$ cat src/rtl/flappy_game_ctrl.sv
// -----------------------------------------------------------------------------
// flappy_game_ctrl
// Top-level game sequencer for the flappy bird datapath. It runs the
// IDLE/PLAY/DEAD state machine, owns the bird's vertical position, issues the
// shift enable for the pipe shift register, checks gap/floor collisions and
// keeps the score.
//
// Ports:
//   clk        in   system clock
//   rst        in   synchronous active-high reset
//   frame_tick in   one-cycle pulse per video frame
//   btn        in   flap button level (already synchronised)
//   pipe_here  in   a pipe column overlaps the bird's x span
//   gap_low    in   top y of that pipe's open gap
//   gap_high   in   bottom y (exclusive) of that gap
//   bird_y     out  bird top-edge y
//   shift_en   out  one-cycle enable to the pipe shift register
//   score      out  pipes passed this game (saturating)
//   state      out  00 IDLE, 01 PLAY, 10 DEAD
//   game_over  out  high while in DEAD
// -----------------------------------------------------------------------------
module flappy_game_ctrl #(
  parameter int unsigned START_Y      = 240,
  parameter int unsigned FALL_PX      = 2,
  parameter int unsigned JUMP_PX      = 60,
  parameter int unsigned BIRD_SIZE    = 30,
  parameter int unsigned SCREEN_H     = 480,
  parameter int unsigned SHIFT_FRAMES = 75,
  parameter int unsigned DEAD_FRAMES  = 60
) (
  input  logic        clk,
  input  logic        rst,
  input  logic        frame_tick,
  input  logic        btn,
  input  logic        pipe_here,
  input  logic [15:0] gap_low,
  input  logic [15:0] gap_high,
  output logic [15:0] bird_y,
  output logic        shift_en,
  output logic [15:0] score,
  output logic [1:0]  state,
  output logic        game_over
);

  localparam logic [15:0] START_Y_C    = 16'(START_Y);
  localparam logic [15:0] FALL_C       = 16'(FALL_PX);
  localparam logic [15:0] JUMP_C       = 16'(JUMP_PX);
  localparam logic [16:0] BIRD_SIZE_C  = 17'(BIRD_SIZE);
  localparam logic [16:0] SCREEN_H_C   = 17'(SCREEN_H);
  localparam logic [15:0] SHIFT_LAST_C = 16'(SHIFT_FRAMES - 1);
  localparam logic [15:0] DEAD_C       = 16'(DEAD_FRAMES);

  typedef enum logic [1:0] {
    ST_IDLE = 2'b00,
    ST_PLAY = 2'b01,
    ST_DEAD = 2'b10
  } state_e;

  state_e      state_q, state_d;
  logic [15:0] bird_y_q, bird_y_d;
  logic [15:0] score_q, score_d;
  logic [15:0] frame_cnt_q, frame_cnt_d;
  logic [15:0] dead_cnt_q, dead_cnt_d;
  logic        shift_en_q, shift_en_d;
  logic        flap_pending_q, flap_pending_d;
  logic        btn_q;

  logic        flap;
  logic [16:0] bird_bot;
  logic        hit;
  logic        jump;
  logic [15:0] y_jump;
  logic [15:0] y_fall;
  logic [15:0] score_inc;
  logic        shift_wrap;
  logic        dead_done;

  // Rising edge of the button only, so a held button is a single flap.
  assign flap = btn & ~btn_q;

  // 17-bit bottom edge so the floor compare cannot wrap near 0xFFFF.
  assign bird_bot = {1'b0, bird_y_q} + BIRD_SIZE_C;
  assign hit      = (bird_bot >= SCREEN_H_C) |
                    (pipe_here & ((bird_y_q < gap_low) |
                                  (bird_bot > {1'b0, gap_high})));

  // A flap arriving in the same cycle as the tick still counts for that frame.
  assign jump       = flap_pending_q | flap;
  assign y_jump     = (bird_y_q < JUMP_C) ? 16'd0 : bird_y_q - JUMP_C;
  assign y_fall     = bird_y_q + FALL_C;
  assign score_inc  = (score_q == 16'hFFFF) ? score_q : score_q + 16'd1;
  assign shift_wrap = (frame_cnt_q == SHIFT_LAST_C);
  assign dead_done  = (dead_cnt_q == DEAD_C);

  always_comb begin
    state_d        = state_q;
    bird_y_d       = bird_y_q;
    score_d        = score_q;
    frame_cnt_d    = frame_cnt_q;
    dead_cnt_d     = dead_cnt_q;
    shift_en_d     = 1'b0;
    flap_pending_d = flap_pending_q;

    unique case (state_q)
      ST_IDLE: begin
        bird_y_d       = START_Y_C;
        flap_pending_d = 1'b0;
        if (flap) begin
          // The starting flap launches the game but is not a jump.
          state_d     = ST_PLAY;
          score_d     = 16'd0;
          frame_cnt_d = 16'd0;
        end
      end

      ST_PLAY: begin
        if (hit) begin
          // Collision takes priority over any same-cycle frame update.
          state_d        = ST_DEAD;
          dead_cnt_d     = 16'd0;
          flap_pending_d = 1'b0;
        end else if (frame_tick) begin
          bird_y_d       = jump ? y_jump : y_fall;
          flap_pending_d = 1'b0;
          if (shift_wrap) begin
            frame_cnt_d = 16'd0;
            shift_en_d  = 1'b1;
            score_d     = score_inc;
          end else begin
            frame_cnt_d = frame_cnt_q + 16'd1;
          end
        end else if (flap) begin
          flap_pending_d = 1'b1;
        end
      end

      ST_DEAD: begin
        flap_pending_d = 1'b0;
        if (frame_tick && !dead_done) begin
          dead_cnt_d = dead_cnt_q + 16'd1;
        end
        // Score is left showing until the next game actually starts.
        if (flap && dead_done) begin
          state_d  = ST_IDLE;
          bird_y_d = START_Y_C;
        end
      end

      default: begin
        state_d = ST_IDLE;
      end
    endcase
  end

  always_ff @(posedge clk) begin
    if (rst) begin
      state_q        <= ST_IDLE;
      bird_y_q       <= START_Y_C;
      score_q        <= 16'd0;
      frame_cnt_q    <= 16'd0;
      dead_cnt_q     <= 16'd0;
      shift_en_q     <= 1'b0;
      flap_pending_q <= 1'b0;
      btn_q          <= 1'b0;
    end else begin
      state_q        <= state_d;
      bird_y_q       <= bird_y_d;
      score_q        <= score_d;
      frame_cnt_q    <= frame_cnt_d;
      dead_cnt_q     <= dead_cnt_d;
      shift_en_q     <= shift_en_d;
      flap_pending_q <= flap_pending_d;
      btn_q          <= btn;
    end
  end

  assign bird_y    = bird_y_q;
  assign shift_en  = shift_en_q;
  assign score     = score_q;
  assign state     = state_q;
  assign game_over = (state_q == ST_DEAD);

endmodule

$ cat config.mk
export PLATFORM = sky130hd
export DESIGN_NAME = flappy_game_ctrl
export DESIGN_NICKNAME = d
export VERILOG_FILES = /design/src/rtl/flappy_game_ctrl.sv
export SDC_FILE = /design/constraint.sdc
export NUM_CORES = 1
export LEC_CHECK = 0
export ABC_AREA = 1
export CAP_MARGIN = 20
export CORE_MARGIN = 2
export CORE_UTILIZATION = 60
export CTS_CLUSTER_SIZE = 24
export DETAILED_ROUTE_END_ITERATION = 7
export MAX_ROUTING_LAYER = met4
export PLACE_DENSITY_LB_ADDON = 0.25
export REMOVE_ABC_BUFFERS = 1
export SETUP_SLACK_MARGIN = 0.15
export SLEW_MARGIN = 20
export SYNTH_ARGS = -nofsm -noshare
export SYNTH_HDL_FRONTEND = slang
export SYNTH_SLANG_ARGS = --single-unit
$ cat constraint.sdc
create_clock -name clk -period 4.85 [get_ports clk]
set_input_delay 0.97 -clock clk [delete_from_list [all_inputs] [get_ports clk]]
set_output_delay 0.97 -clock clk [all_outputs]
set_load 0.005 [all_outputs]
# Yosys cells after proc, flatten, opt, wreduce, memory -nomap -nowiden
# Index checks and enable logic that the tools add are counted.
# op_classes
muxes,28
eq_ne,14
order_cmp,4
bitwise,8
n_reduce_logical,16
n_mul,0
addsub,6
n_div,0
shift,0
# ops
op,count
16-bit two-way mux,15
16-bit case mux with 2 select lines,3
"16-bit by 1-bit adder with 16-bit output, second input constant",3
16-bit case mux with 3 select lines,1
"16-bit by 5-bit adder with 17-bit output, second input constant",1
"17-bit by 9-bit >= comparator with 1-bit output, second input constant",1
17-bit by 16-bit > comparator with 1-bit output,1
"16-bit by 2-bit adder with 16-bit output, second input constant",1
"16-bit == test, second input constant",1
"16-bit by 6-bit == test with 1-bit output, second input constant",1
"16-bit by 7-bit == test with 1-bit output, second input constant",1
16-bit less-than comparator,1
"16-bit by 6-bit less-than comparator with 1-bit output, second input constant",1
"16-bit by 6-bit subtractor with 16-bit output, second input constant",1
"2-bit != test, second input constant",6
4-bit AND reduction,2
2-bit two-way mux,3
2-bit case mux with 3 select lines,1
3-bit AND reduction,2
6-bit AND reduction,1
2-bit nonzero test,3
1-bit two-way mux,4
"2-bit by 1-bit != test with 1-bit output, second input constant",2
"4-bit != test, second input constant",1
13 further kinds,19
# word_totals
ff_bits,69
memories,0
ram_bits,0
latchBits,0
in_bits,37
out_inout_bits,36
romBits,0

# Logic depth before layout (Yosys ltp)
# Gate-level depths: netlist of the first run.
# depth
ltp_word,7
mapped_depth,28
ltp_nobuf,26

# Worst setup path before layout of the first run
# OpenSTA, ideal clock, no wires.
# synth_path
path_kind,register to register
start,"reg bird_y_q[3], in the netlist bird_y[3]"
end,reg frame_cnt_q[11]
synth_period_minus_slack_ps,3184
arrival_ps,3071
path_slack_ps,1666
t_required_ps,4737
path_buffers,2
path_stages_with_launch,27
path_cell_list,dfxtp_1 > buf_2 > inv_2 > ha_1 > a21oi_1 > nand2_1 > nand3_4 > xor2_1 > inv_1 > ha_1 > nand2_1 > inv_1 > a21oi_1 > nand4_1 > nand2_1 > nand2_1 > nand2_1 > nand2_1 > nand2_1 > nand2_1 > nand2_1 > nand2_2 > nand2_4 > nand2_2 > buf_2 > o21ai_1 > nor2_1
# synth_via
elab_chain_len,7
elab_cells_between_ends,9
# synth_rtl
item,line_no,rtl
"start, declared",60,"logic [15:0] bird_y_q, bird_y_d;"
"start signal, assigned",167,bird_y_q <= bird_y_d;
16-bit by 5-bit adder with 17-bit output,82,"assign bird_bot = {1'b0, bird_y_q} + BIRD_SIZE_C;"
17-bit by 16-bit > comparator with 1-bit output,85,"(bird_bot > {1'b0, gap_high})));"
1-bit bitwise OR,84,(pipe_here & ((bird_y_q < gap_low) |
1-bit bitwise AND,84,
1-bit bitwise OR (*),83,assign hit = (bird_bot >= SCREEN_H_C) |
2-bit != test (no source line) (*),-,
4-bit AND reduction (no source line) (*),-,
"end signal, assigned",169,frame_cnt_q <= frame_cnt_d;
"end, declared",62,"logic [15:0] frame_cnt_q, frame_cnt_d;"
# Every way passes the cells marked *; elsewhere a longest branch is shown, timed or not.
# A chain may end at the register's enable or synchronous reset.

# Worst setup path after layout of the first run
# layout_path
start,"reg bird_y_q[3], in the netlist bird_y[3]"
end,reg frame_cnt_q[4]
# The elaborated chain is that of the path after synthesis.

==> impl_metrics.py, run 1 <==
metrics = {
    "place": {
        "port_buffers": 71,
        "globalplace.congestion": 0.942,
        "dp_worst_setup_slack_ns": 0.737,
        "dp_hpwl_um": 10500,
    },
    "clocking": {
        "cts-root-buf": "clkbuf_8",
        "clk_path_buf_depth": 2,
        "insertion_delay_ns": 0.35,
        "post_cts_buffers": 0,
        "ctsHoldBuffers": 0,
        "cts_tree": "done",
        "clkSlewWorstSetupHoldPaths_ns": 0.08,
        "clkSinkCount": 68,
        "cts-htree-levels": 3,
        "ctsResizeCount": 0,
        "cts_buffers": 9,
    },
    "layout": {
        "drive_gt1_frac": 0.0469,
        "multi_input_area_um2": 3400,
        "final_common_cell": "nand2_1",
        "fillerInstances": 769,
        "seqCellArea_um2": 1360,
        "layout_common_cells": "nand2_1 (195), inv_1 (134), nor2_1 (111)",
        "diodes": 0,
        "areaGrowthSynthToFinish_pct": 17.0,
        "nets": 1010,
    },
    "global_routing": {
        "track_usage": 0.308,
        "grt_pass1_vias": 5626,
        "grt_antenna_before_repair": 0,
        "grt_pass1_wl_um": 24700,
        "grt_max_degree": 38,
        "grt_overflow": 0,
    },
    "flow_run": {
        "maxCapViolations": 0,
    },
    "detailed_routing": {
        "drt_wl_total_um": 14500,
        "drc_errors": 0,
        "vias_per_cell": 5.60,
        "num_vias": 5854,
        "drt_iter0_drc": 387,
        "wl_per_cell_um": 13.8,
        "ant_nets": 0,
        "firstDrtPassIters": 6,
    },
    "sta": {
        "worstMarginPinSlew_ns": 0.952,
        "setup_tns_ns": 0,
        "fin_crit_ns": 4.11,
        "setup_viol": 0,
        "fin_crit_sh": 0.848,
        "rsz0062_at_grt": "no",
        "finalHoldViolCount": 0,
        "setup_ws_ns": 0.736,
        "maxSlewViolCount": 0,
        "relSlewSlack": 0.364,
        "finalClockSkew_ns": 0.0121,
        "clock.fmax_mhz": 243,
    },
    "floorplan": {
        "die_y_um": 99.3,
        "rows": 34,
        "core_um2": 8760,
        "dieArea_um2": 9860,
        "die_w_um": 99.3,
        "io_pins": 73,
        "initial_utilization": 0.622,
    },
    "logic_synthesis": {
        "yosysSeqAreaShare": 0.250,
        "synth_seq_cells": 68,
        "synthCells": 876,
        "yosysWarnings": 0,
        "post_synth_instance_area_um2": 5450,
        "syn_avg_cell_area_um2": 6.22,
        "yosysUniqueCellTypes": 43,
    },
    "min_path": {
        "holdCritPathClass": "flop to flop",
    },
    "pwr": {
        "power_density_nw_per_um2": 315,
        "finalPower_mw": 2.01,
        "power_leakage_nw": 3.00,
        "vdd_drop_max_uv": 224,
    },
    "worst_setup_path": {
        "critPathArrivalTime_ns": 4.35,
        "crit_fanout": 37,
        "slowest_stage": "dfxtp_1",
        "critical_path_class": "flop to flop",
        "critPathRequiredTime_ns": 5.09,
        "cp_slowest_stage_delay_ns": 0.56,
        "crit_path_start_kind": "flop",
        "setup.worst_path.end_class": "flop",
        "crit_path_frequent_cell": "nand2_1",
    },
    "run_status": {
        "outcome": "completed",
    },
}
==> through the flow <==
stage	utilization	cell area, um2	hold WS, ns	cells
after floorplan	-	5310	0.452	848
after global placement	0.705	6180	0.465	1030
after detailed placement	0.705	6180	0.483	1030
after CTS	0.727	6370	0.495	1046
after global routing	0.727	6370	0.522	1046
final	0.727	6370	0.495	1046
==> sequential cells by signal (all words and copies together), names as in the netlist <==
register,cells
shift_en,1
state,2
score,16
dead_cnt_q,16
frame_cnt_q,16
bird_y,15
flap_pending_q,1
btn_q,1
==> routing by layer <==
metal / up-vias / global-route usage / share of wire
met4: 0 / 0.105 / 0.021
met1: 2618 / 0.364 / 0.42
met2: 255 / 0.535 / 0.49
met3: 36 / 0.0492 / 0.073
li1: 2945 / - / -
met5: - / - / 0
==> power by group <==
part	switching [mW]	total (mW)	internal, mW
Combinational	0.486	0.811	0.325
Clock	0.237	0.475	0.238
Sequential	0.0986	0.724	0.626
==> worst max-delay path: cells and delay by family (launching register included) <==
kind                       cells  cell delay [ns]
xor gates and xnor gates       1             0.24
and+or+nand+nor               18             2.15
DFF                            1             0.56
buffers and inverters          3             0.32
AOI/OAI and AO/OA              1             0.21
adders and majority gates      2             0.52
==> path summary, 6_finish.rpt <==
path | depth (start not counted) | slack (ns) | start | end
worst max-delay path | 25 | 0.74 | bird_y[3]$_SDFFE_PP0P_ | frame_cnt_q[4]$_SDFFE_PP0P_
worst min-delay path | 2 | 0.49 | flap_pending_q$_SDFFE_PP0P_ | flap_pending_q$_SDFFE_PP0P_
worst max register to register | 25 | 0.74 | bird_y[3]$_SDFFE_PP0P_ | frame_cnt_q[4]$_SDFFE_PP0P_
worst min register to register | 2 | 0.49 | flap_pending_q$_SDFFE_PP0P_ | flap_pending_q$_SDFFE_PP0P_
==> synth_stat cells <==
library cell	count	area share
o21ai_1	6	0.0055
nand3_2	2	0.0037
inv_1	134	0.092
o22ai_1	1	0.0011
o21ai_0	34	0.031
conb_1	1	0.00069
nand3_4	2	0.0064
xnor2_1	4	0.0064
buf_1	1	0.00069
nor3_2	1	0.0018
buf_2	11	0.010
xor2_1	28	0.045
nor2_2	1	0.0011
o31a_1	1	0.0016
nor3_1	17	0.016
dfxtp_1	68	0.25
nor2_4	2	0.0041
nand2_1	195	0.13
o211ai_1	4	0.0055
nand3_1	53	0.049
a31oi_1	1	0.0011
o21a_1	1	0.0014
nor2_1	111	0.076
buf_4	2	0.0028
buf_6	1	0.0021
a21oi_1	54	0.050
or2_2	3	0.0034
nand3b_1	3	0.0041
a32oi_1	2	0.0032
a22oi_1	1	0.0014
clkbuf_1	13	0.0090
a211oi_1	1	0.0014
o311ai_0	2	0.0032
nor3b_1	4	0.0055
nand2_4	1	0.0021
nand4_1	38	0.044
nor4_1	13	0.015
clkinv_1	3	0.0021
ha_1	40	0.092
o221ai_1	1	0.0016
nand2_2	4	0.0046
o21bai_1	1	0.0014
inv_2	10	0.0069
==> cells by family after synthesis <==
| group | Yosys count | share of synthesized area |
|---|---|---|
| AOI/OAI and AO/OA | 110 | 0.109 |
| adders and majority gates | 40 | 0.0919 |
| buffers and inverters | 175 | 0.126 |
| xor gates and xnor gates | 32 | 0.0515 |
| and+or+nand+nor | 450 | 0.371 |
| other | 1 | 0.000689 |
| DFF | 68 | 0.250 |
==> area by class of cell <==
type	count	area share
clock buffer	10	0.0200
inverter	147	0.0866
multi-input combinational	633	0.533
sequential	68	0.214
clock inverter	6	0.0102
timing repair buffer	74	0.115
tap	108	0.0212
No activity file was read; power rests on OpenSTA's default activity.
==> inputs of run 2 (changes only) <==
- CORE_UTILIZATION: 60 -> 51
- clock period: 4.85 -> 3.47 ns (I/O delays scaled with it)
==> run 2 against run 1 <==
Net effect: final cell count rose by 5.3%; via count down 0.50%; sequential share of layout area shrank 1.3 points; clock power increased by 68%; non-clock buffer count up 27; core utilization decreased by 7.0 points; final area increased by 6.9%; clock-buffer cell count unchanged; sequential power increased by 36%; hold slack got worse by 0.0084 ns; total power is 55% higher; worst setup slack worse by 0.43 ns; critical path type unchanged; highest routed layer unchanged.
==> impl_metrics.py, run 2 (synthesized netlist as in run 1, its figures left out) <==
metrics = {
    "detailed_routing": {
        "ant_nets": 0,
        "num_vias": 5825,
        "drc_errors": 0,
        "drt_wl_total_um": 14100,
        "wl_per_cell_um": 12.8,
        "firstDrtPassIters": 4,
        "drt_iter0_drc": 334,
        "vias_per_cell": 5.29,
    },
    "layout": {
        "diodes": 0,
        "fillerInstances": 962,
        "areaGrowthSynthToFinish_pct": 25.1,
        "nets": 1038,
        "final_cells": 1101,
        "final_common_cell": "nand2_1",
        "drive_gt1_frac": 0.0984,
        "layout_common_cells": "nand2_1 (188), inv_1 (133), nor2_1 (110)",
    },
    "clocking": {
        "clkSlewWorstSetupHoldPaths_ns": 0.08,
        "cts-root-buf": "clkbuf_8",
        "clk_path_buf_depth": 2,
        "cts-htree-levels": 3,
        "insertion_delay_ns": 0.34,
        "clkSinkCount": 68,
        "cts_tree": "done",
        "ctsHoldBuffers": 0,
        "cts_buffers": 9,
    },
    "global_routing": {
        "grt_pass1_vias": 5193,
        "grt_antenna_before_repair": 0,
        "track_usage": 0.252,
        "grt_overflow": 0,
        "grt_max_degree": 38,
        "grt_pass1_wl_um": 23500,
    },
    "floorplan": {
        "die_y_um": 107,
        "core_um2": 10400,
        "rows": 37,
        "die_w_um": 107,
        "initial_utilization": 0.525,
        "io_pins": 73,
        "dieArea_um2": 11500,
    },
    "sta": {
        "relSlewSlack": 0.601,
        "finalClockSkew_ns": 0.0139,
        "maxSlewViolCount": 0,
        "setup_ws_ns": 0.310,
        "rsz0062_at_grt": "no",
        "worstMarginPinSlew_ns": 0.592,
        "fin_crit_sh": 0.911,
        "holdWs_ns": 0.487,
        "clock.fmax_mhz": 316,
        "fin_crit_ns": 3.16,
        "setup_viol": 0,
        "setup_tns_ns": 0,
        "finalHoldViolCount": 0,
    },
    "flow_run": {
        "maxCapViolations": 0,
    },
    "worst_setup_path": {
        "timing.rr.start": "bird_y[2]$_SDFFE_PP0P_",
        "critical_path_class": "flop to flop",
        "r2r-end": "frame_cnt_q[15]$_SDFFE_PP0P_",
        "crit_fanout": 9,
        "rrSetupSlack_ns": 0.31,
        "critPathArrivalTime_ns": 3.43,
        "reg2reg_depth": 26,
        "setup.worst_path.end_class": "flop",
        "critPathRequiredTime_ns": 3.74,
        "crit_path_start_kind": "flop",
    },
    "pwr": {
        "vdd_drop_max_uv": 280,
        "finalPower_mw": 3.13,
        "clkPwrFrac": 0.256,
        "swShare": 0.380,
        "power_density_nw_per_um2": 459,
        "power_frac_comb": 0.429,
        "intPower_mw": 1.94,
        "p_seq_frac": 0.315,
        "power_switching_mw": 1.19,
        "power_leakage_nw": 3.17,
    },
    "min_path": {
        "hold_path.startpoint": "dead_cnt_q[0]$_SDFFE_PP0P_",
        "min_to": "dead_cnt_q[0]$_SDFFE_PP0P_",
        "holdPathStages": 2,
        "holdCritPathClass": "flop to flop",
    },
    "place": {
        "port_buffers": 71,
        "globalplace.congestion": 0.926,
        "dp_hpwl_um": 10200,
        "dp_cells": 1078,
        "dp_worst_setup_slack_ns": 0.0680,
    },
    "run_status": {
        "outcome": "completed",
    },
}
[run 2: worst max path at each step]
stage / start / end
CTS: bird_y[2]$_SDFFE_PP0P_ / score[10]$_SDFFE_PP0P_
detailed placement: bird_y[2]$_SDFFE_PP0P_ / frame_cnt_q[4]$_SDFFE_PP0P_
global route: bird_y[2]$_SDFFE_PP0P_ / frame_cnt_q[15]$_SDFFE_PP0P_
finish: bird_y[2]$_SDFFE_PP0P_ / frame_cnt_q[15]$_SDFFE_PP0P_
floorplan: bird_y[3]$_SDFFE_PP0P_ / dead_cnt_q[1]$_SDFFE_PP0P_
global placement: bird_y[2]$_SDFFE_PP0P_ / frame_cnt_q[1]$_SDFFE_PP0P_
[run 2: routing by layer]
| layer | part of all wire | global-route usage | vias to the layer above |
|---|---|---|---|
| met5 | 0 | - | - |
| met4 | 0.010 | 0.0430 | 0 |
| met3 | 0.064 | 0.0454 | 17 |
| met2 | 0.48 | 0.420 | 182 |
| met1 | 0.45 | 0.326 | 2619 |
| li1 | - | - | 3007 |
[run 2: timing repair]
action,4_1_cts,5_1_grt
pin swaps,0,6
setup endpoints to repair,46,65
cloned,1,0
resized for setup,3,27
buffers inserted,1,6
[run 2: power by group through the flow]
stage | registers, mW | logic, mW | clock network [mW]
floorplan | 0.997 | 0.757 | 0
global placement | 0.997 | 1.18 | 0
detailed placement | 0.997 | 1.20 | 0
CTS | 0.980 | 1.22 | 0.818
global route | 1.00 | 1.50 | 0.847
finish | 0.985 | 1.34 | 0.800
[run 2: worst max-delay path, cell delays in order, from the launching register on]
cell	delay [ns]
dfxtp_2	0.33
inv_2	0.05
ha_1	0.20
a21oi_2	0.16
nand2_2	0.10
nand3_4	0.14
xor2_2	0.15
inv_1	0.09
ha_4	0.28
nand2_2	0.06
nor2_2	0.12
nand3_1	0.08
nand4_1	0.11
nand2_1	0.06
nand2_1	0.05
nand2_1	0.04
nand2_1	0.05
nand2_1	0.06
nand2_1	0.08
nand2_2	0.10
nand2_4	0.10
nand2_8	0.09
buf_12	0.17
buf_4	0.16
nand3_1	0.06
nand2_1	0.06
a21oi_2	0.12
[run 2: per-stage QoR]
| step | utilization | cell area (um2) |
|---|---|---|
| floorplan | - | 5310 |
| global placement | 0.615 | 6380 |
| detailed placement | 0.615 | 6380 |
| CTS | 0.641 | 6650 |
| global route | 0.657 | 6810 |
| finish | 0.657 | 6810 |
[run 2: area by class of cell]
cell class / count / area, um2 / share of cell area
Sequential cell: 68 / 1370 / 0.201
Clock inverter: 5 / 100 / 0.0147
Inverter: 147 / 552 / 0.0810
Clock buffer: 10 / 138 / 0.0202
Tap cell: 136 / 170 / 0.0250
Timing Repair Buffer: 101 / 952 / 0.140
Multi-Input combinational cell: 634 / 3530 / 0.519
==> inputs of run 3 (changes only) <==
- SLEW_MARGIN: 20 -> default
==> results of run 3 <==
Final layout, timing and power as in run 2 (identical DEF).
